File: src/rtl/f1_start_ctrl.sv
// Start sequencer for the F1 lights FSM: paces eight light steps, holds for a
// pseudo-random delay, issues lights-out and times the reaction. Optional jump-start detection: F1_JUMP_START_EN.
module f1_start_ctrl #(
    parameter int TICK_N     = 1000,
    parameter int STEP_TICKS = 1000,
    parameter int DELAY_MIN  = 200,
    parameter int RT_W       = 16
) (
    input  logic            clk,
    input  logic            rst,
    input  logic            trigger,
    input  logic            react,
    output logic            en,
    output logic            busy,
    output logic [RT_W-1:0] rt,
    output logic            rt_valid,
    output logic            jump_start
);
    localparam int PW = (TICK_N > 2) ? $clog2(TICK_N) : 1;
    localparam int SW = $clog2(STEP_TICKS + 1);
    localparam int DW = $clog2(DELAY_MIN + 128);

    typedef enum logic [2:0] {IDLE, ARM, HOLD, TIME, DONE} state_t;

    state_t          state_q, state_d;
    logic            trig_q;
    logic [6:0]      lfsr_q, lfsr_d;
    logic [PW-1:0]   psc_q, psc_d;
    logic [SW-1:0]   step_q, step_d;
    logic [2:0]      lights_q, lights_d;
    logic [DW-1:0]   delay_q, delay_d;
    logic [DW-1:0]   dcnt_q, dcnt_d;
    logic            en_q, en_d;
    logic            busy_q, busy_d;
    logic [RT_W-1:0] rt_q, rt_d;
    logic            rt_valid_q, rt_valid_d;
    logic            jump_q, jump_d;
    logic            start, tick;

    assign start = trigger & ~trig_q;
    assign tick  = (psc_q == PW'(TICK_N - 1));

    always_comb begin
        state_d    = state_q;
        lfsr_d     = {lfsr_q[5:0], lfsr_q[6] ^ lfsr_q[5]};
        psc_d      = '0;
        step_d     = step_q;
        lights_d   = lights_q;
        delay_d    = delay_q;
        dcnt_d     = dcnt_q;
        en_d       = 1'b0;
        rt_d       = rt_q;
        rt_valid_d = rt_valid_q;
        jump_d     = jump_q;
        if (state_q == ARM || state_q == HOLD || state_q == TIME)
            psc_d = tick ? '0 : psc_q + 1'b1;
        case (state_q)
            IDLE, DONE: begin
                if (start) begin
                    state_d    = ARM;
                    psc_d      = '0;
                    step_d     = '0;
                    lights_d   = '0;
                    rt_valid_d = 1'b0;
                    jump_d     = 1'b0;
                end
            end
            ARM: begin
                if (tick) begin
                    if (step_q == SW'(STEP_TICKS - 1)) begin
                        step_d   = '0;
                        en_d     = 1'b1;
                        lights_d = lights_q + 1'b1;
                        if (lights_q == 3'd7) begin
                            // lfsr_d is the value on show during the 8th en cycle
                            delay_d = DW'(DELAY_MIN) + DW'(lfsr_d);
                            dcnt_d  = '0;
                            psc_d   = '0;
                            state_d = HOLD;
                        end
                    end else begin
                        step_d = step_q + 1'b1;
                    end
                end
            end
            HOLD: begin
`ifdef F1_JUMP_START_EN
                if (react) begin
                    en_d       = 1'b1;
                    jump_d     = 1'b1;
                    rt_d       = '0;
                    rt_valid_d = 1'b1;
                    psc_d      = '0;
                    state_d    = DONE;
                end else
`endif
                if (tick) begin
                    if (DW'(dcnt_q + 1'b1) == delay_q) begin
                        en_d    = 1'b1;
                        rt_d    = '0;
                        psc_d   = '0;
                        state_d = TIME;
                    end else begin
                        dcnt_d = dcnt_q + 1'b1;
                    end
                end
            end
            TIME: begin
                // react is blind during the lights-out pulse itself
                if (react && !en_q) begin
                    rt_valid_d = 1'b1;
                    psc_d      = '0;
                    state_d    = DONE;
                end else if (tick && rt_q != '1) begin
                    rt_d = rt_q + 1'b1;
                end
            end
            default: state_d = IDLE;
        endcase
        busy_d = (state_d == ARM) || (state_d == HOLD) || (state_d == TIME);
    end

    always_ff @(posedge clk or posedge rst) begin
        if (rst) begin
            state_q    <= IDLE;
            trig_q     <= 1'b0;
            lfsr_q     <= 7'h01;
            psc_q      <= '0;
            step_q     <= '0;
            lights_q   <= '0;
            delay_q    <= '0;
            dcnt_q     <= '0;
            en_q       <= 1'b0;
            busy_q     <= 1'b0;
            rt_q       <= '0;
            rt_valid_q <= 1'b0;
            jump_q     <= 1'b0;
        end else begin
            state_q    <= state_d;
            trig_q     <= trigger;
            lfsr_q     <= lfsr_d;
            psc_q      <= psc_d;
            step_q     <= step_d;
            lights_q   <= lights_d;
            delay_q    <= delay_d;
            dcnt_q     <= dcnt_d;
            en_q       <= en_d;
            busy_q     <= busy_d;
            rt_q       <= rt_d;
            rt_valid_q <= rt_valid_d;
            jump_q     <= jump_d;
        end
    end

    assign en         = en_q;
    assign busy       = busy_q;
    assign rt         = rt_q;
    assign rt_valid   = rt_valid_q;
    assign jump_start = jump_q;
endmodule

File: config.mk
export PLATFORM = sky130hd
export DESIGN_NAME = f1_start_ctrl
export DESIGN_NICKNAME = d
export VERILOG_FILES = /design/src/rtl/f1_start_ctrl.sv
export SDC_FILE = /design/constraint.sdc
export NUM_CORES = 1
export LEC_CHECK = 0
export CAP_MARGIN = 20
export CORE_MARGIN = 3
export CORE_UTILIZATION = 30
export DETAILED_ROUTE_END_ITERATION = 6
export PLACE_DENSITY = 0.56
export REMOVE_ABC_BUFFERS = 1
export SYNTH_ARGS = -nofsm -noshare
export SYNTH_HDL_FRONTEND = slang
export SYNTH_SLANG_ARGS = --single-unit
File: constraint.sdc
create_clock -name clk -period 3.15 [get_ports clk]
set_input_delay 0.315 -clock clk [delete_from_list [all_inputs] [get_ports clk]]
set_output_delay 0.315 -clock clk [all_outputs]
set_load 0.01 [all_outputs]
=== Word-level counts from Yosys, hierarchy flattened ===
Index checks and enable logic that the tools add are counted.

* Flip-flop bits (word level): 71
* Input port bits: 4
* Output and inout bits: 20
* Logic and storage cells: 107

* Add/subtract/negate cells: 6
* Eq/ne operators: 22
* Muxes and demuxes: 45
* Bitwise operators: 3
* Reduce and logical (&&, ||, !) cells: 19

{| class="wikitable"
|+ Operator list
! operator !! number
|-
| 10-bit two-way mux || 12
|-
| 16-bit two-way mux || 4
|-
| 9-bit two-way mux || 5
|-
| 10-bit one-hot mux with 4 select lines || 1
|-
| 16-bit one-hot mux with 2 select lines || 1
|-
| 3-bit two-way mux || 10
|-
| 10-bit by 1-bit adder with 10-bit output (second input constant) || 2
|-
| 10-bit == test (second input constant) || 2
|-
| 10-bit one-hot mux with 2 select lines || 1
|-
| 9-bit one-hot mux with 2 select lines || 1
|-
| 16-bit by 1-bit adder with 16-bit output (second input constant) || 1
|-
| 16-bit inequality test (second input constant) || 1
|-
| 3-bit by 2-bit == test with 1-bit output (second input constant) || 4
|-
| 3-bit one-hot mux with 4 select lines || 1
|-
| 2-bit by 1-bit inequality test with 1-bit output (second input constant) || 5
|-
| 2-bit inequality test (second input constant) || 5
|-
| 8-bit by 7-bit adder with 9-bit output (first input constant) || 1
|-
| 9-bit by 1-bit adder with 9-bit output (second input constant) || 1
|-
| 9-bit == test || 1
|-
| 4-bit AND reduction || 2
|-
| 2-bit nonzero test || 4
|-
| 3-bit by 1-bit == test with 1-bit output (second input constant) || 2
|-
| 3-bit == test (second input constant) || 2
|-
| 1-bit two-way mux || 6
|-
| other kinds (14) || 20
|}

=== Logic depth before layout (Yosys ltp) ===
* Depth after elaboration: 8
* Depth in mapped cells: 10
* Gate-level depth less buffers: 8

=== Least setup slack after synthesis ===
Ideal clock, no wire load.

* Path kind: flip-flop to flip-flop
* From: register dcnt_q[0]
* To: register rt_q[2], in the netlist rt[2]
* Library setup time: 0.079 ns
* Arrival: 2.399 ns
* Required time: 3.071 ns
* Path slack: 0.672 ns
* Stages on the path, launching flop included: 11
* Clock period less this slack: 2.478 ns
* Path through: dfrtp_1 > ha_1 > and3_1 > buf_2 > a31oi_1 > o221ai_2 > or4_1 > buf_6 > buf_6 > a211oi_2 > mux2i_1

* Cells in the longest elaborated chain, start to end: 4

{| class="wikitable"
|+ RTL lines
! what !! RTL line !! source
|-
| from (decl) || 32 || <nowiki>logic [DW-1:0] dcnt_q, dcnt_d;</nowiki>
|-
| from (signal assigned) || 146 || <nowiki>dcnt_q <= dcnt_d;</nowiki>
|-
| 9-bit by 1-bit adder with 9-bit output || 98 || <nowiki>if (DW'(dcnt_q + 1'b1) == delay_q) begin</nowiki>
|-
| 9-bit == test || 98 ||
|-
| 2-bit by 1-bit inequality test with 1-bit output (no source line) || -- ||
|-
| 5-bit AND reduction (no source line) || -- ||
|-
| to (signal assigned) || 149 || <nowiki>rt_q <= rt_d;</nowiki>
|-
| to (decl) || 35 || <nowiki>logic [RT_W-1:0] rt_q, rt_d;</nowiki>
|}

Every way passes these cells.
A chain may end at the register's enable or synchronous reset.

=== Worst setup path after layout ===
* From: register dcnt_q[0]
* To: register rt_q[11], in the netlist rt[11]

Same word-level chain as after synthesis.

==> results_dict.tcl <==
set metrics [dict create \
    status "complete, no violations" \
    dpl.hpwl_um 5780 \
    final-seq-area_um2 1780 \
    pre_cts_slack_ns 0.460 \
    finalSetupViolations 0 \
    rr_endpoint "rt[11]$_DFFE_PP0P_" \
    topRoutingLayerUsed "met4" \
    final-hold-violation-count 0 \
    drt-total-wl_um 8470 \
    synth-edff-count 0 \
    clkSlewWorstSetupHoldPaths_ns 0.06 \
    die_x_um 121 \
    grt_pass1_wl_um 14500 \
    grt_setup_unrepaired "no" \
    fmax_mhz 365 \
    end_kind "flop" \
    grt_pass1_vias 2920 \
    finalSetupTns_ns 0 \
    skew_ns 0.00960 \
    htree_levels 3 \
    drive_gt1_share_pct 10.3 \
    grt_usage_pct 12.2 \
    fp.coreArea_um2 12800 \
    antenna_left 0 \
    cts_tree "done" \
    reg2regPathDepth 8 \
    reg2reg_from "dcnt_q[0]$_DFFE_PP0P_" \
    crit_required_ns 3.40 \
    cts_setup_buffers 0 \
    wl_met1_um 4030 \
    port-buffer-count 22 \
    critPathCapture "rt[11]$_DFFE_PP0P_" \
    vias_per_cell 5.03 \
    layout_commonest_cell "dfrtp_1" \
    cp-startpoint "dcnt_q[0]$_DFFE_PP0P_" \
    period_minus_slack_ns 2.74 \
    met3WireLength_um 292 \
    slew_headroom_pct 35.8 \
    vias 3055 \
    hold_class "flop to flop" \
    ys_ff_latch 71 \
    dr_wl_met2_um 4000 \
    first_iter_violations 159 \
    finalWeightedCongestion 0.838 \
    p_leak_nw 1.91 \
    cp.arrival_ns 2.99 \
    ioPinCount 24 \
    antennaDiodeCount 0 \
    final_cell_mix "dfrtp_1 (70), o21ai_0 (39), nor2_1 (33), nand2_1 (31), nand3_1 (26)" \
    r2r_setup_slack_ns 0.41 \
    fin_nets 441 \
    multiInputGateArea_um2 2020 \
    synth_area_um2 3990 \
    area_growth_pct 17.4 \
    post_cts_resized 0 \
    setup_ws_ns 0.410 \
    start_util_pct 31.1 \
    startpoint_type "flop" \
    clock-sinks 71 \
    crit_fanout 18 \
    grt.overflow.total 0 \
    worstMarginPinSlew_ns 0.961 \
    grt_start_max_net_pins 38 \
    synthArstFlopShare_pct 100 \
    die_h_um 121 \
    drc 0 \
    cts_made_buffers 9 \
    maxCapViolCount 0 \
    synth_ff_type "dfrtp_1" \
    setup.worst_path.class "flop to flop" \
    power_density_nw_per_um2 608 \
    fill_cells 1312 \
    ys_warn_count 0 \
    netlist_instances 412 \
    drt_first_pass_iters 5 \
    ctsHoldBuffers 0 \
    ir_drop_uv 298 \
    rows 41 \
    drv_slew 0 \
    clk_latency_ns 0.34 \
    wl_per_cell_um 14.0 \
    clock_path_buffers 2 \
    design.die.area_um2 14700 \
    post-route-period-util_pct 87.0 \
    cts_root_buffer "clkbuf_16" \
    antenna_found_initial 0 \
    yosysUniqueCellTypes 54 \
    yosysSeqAreaShare_pct 44.6 \
    syn_area_per_cell_um2 9.67 \
]
stage by stage:
step | hold slack, ns | power [W] | std cells | utilization, % | instance area, um2
3_3_place_gp | 0.363 | 0.00175 | 591 | 34.0 | 4360
3_5_place_dp | 0.365 | 0.00176 | 591 | 34.0 | 4360
2_1_floorplan | 0.346 | 0.00154 | 388 | - | 3840
6_report | 0.376 | 0.00285 | 607 | 36.5 | 4680
4_1_cts | 0.378 | 0.00288 | 607 | 36.5 | 4680
5_1_grt | 0.404 | 0.00301 | 607 | 36.5 | 4680
Yosys cell counts (all sizes together), types with 4 or more instances:
library cell,number,area share [%]
dfrtp,70,44
clkbuf,11,1.1
nand3,26,3.3
o21bai,14,2.6
or3,4,0.63
nand4,5,0.78
mux2i,16,4.0
o21ai,39,4.9
and3,12,1.9
nand2b,8,1.3
ha,7,2.2
or4,5,0.94
nor2,33,3.1
o31ai,5,0.94
a21oi,11,1.4
a31oi,6,0.94
inv,10,0.94
buf,13,2.6
nor3,10,1.5
a211oi,9,2.2
nand2,31,2.9
xor2,13,2.9
xnor2,11,2.4
mux2,4,1.1
worst min-delay path by stage:
stage,cells after the start,from,endpoint
finish,0,lfsr_q[1]$_DFF_PP0_,lfsr_q[2]$_DFF_PP0_
global route,0,lfsr_q[1]$_DFF_PP0_,lfsr_q[2]$_DFF_PP0_
CTS,0,lfsr_q[1]$_DFF_PP0_,lfsr_q[2]$_DFF_PP0_
global placement,0,lfsr_q[1]$_DFF_PP0_,lfsr_q[2]$_DFF_PP0_
floorplan,0,trigger,trig_q$_DFF_PP0_
detailed placement,0,lfsr_q[1]$_DFF_PP0_,lfsr_q[2]$_DFF_PP0_
area by class of cell:
class	count	area share [%]
clock buffers	11	5.19
clock inverters	5	1.74
inverters	10	0.802
multi-input cells	307	43.3
flip-flops and latches	71	38.0
well taps	172	4.60
repair buffers	31	6.42
report_power, final:
part           internal, W  switching, W
registers          0.00103      0.000129
logic             0.000279      0.000304
clock network     0.000715      0.000391
sequential cells by signal, summed over array words and instances, names as in the netlist:
name	cells
lights_q	3
rt_valid	1
psc_q	10
delay_q	9
dcnt_q	9
lfsr_q	7
trig_q	1
rt	16
state_q	3
en	1
step_q	10
busy	1
worst max-delay path, cell delays in order, from the launching register on:
cell and delay (ns):
dfrtp_1 0.43, ha_1 0.28, and3_1 0.35, and4_1 0.28, o221ai_2 0.10, or4_1 0.40
buf_4 0.24, a2111oi_4 0.33, mux2i_1 0.24
routing by layer:
metal | vias up | global-route usage, %
met5 | - | 0
met3 | 11 | 3.17
met2 | 49 | 19.1
met1 | 1471 | 16.4
met4 | 0 | 4.06
li1 | 1524 | -
logic make-up after synthesis:
logic type      Yosys count  share of synthesized area [%]
simple gates            158                           21.2
other cells               1                         0.0941
xor+xnor                 24                           5.27
compound gates           97                           16.9
fa+ha+maj                 7                           2.20
mux                      20                           5.15
buf+inv                  34                           4.58
flops                    71                           44.6
Note: power is estimated with default switching activity, not from simulation.
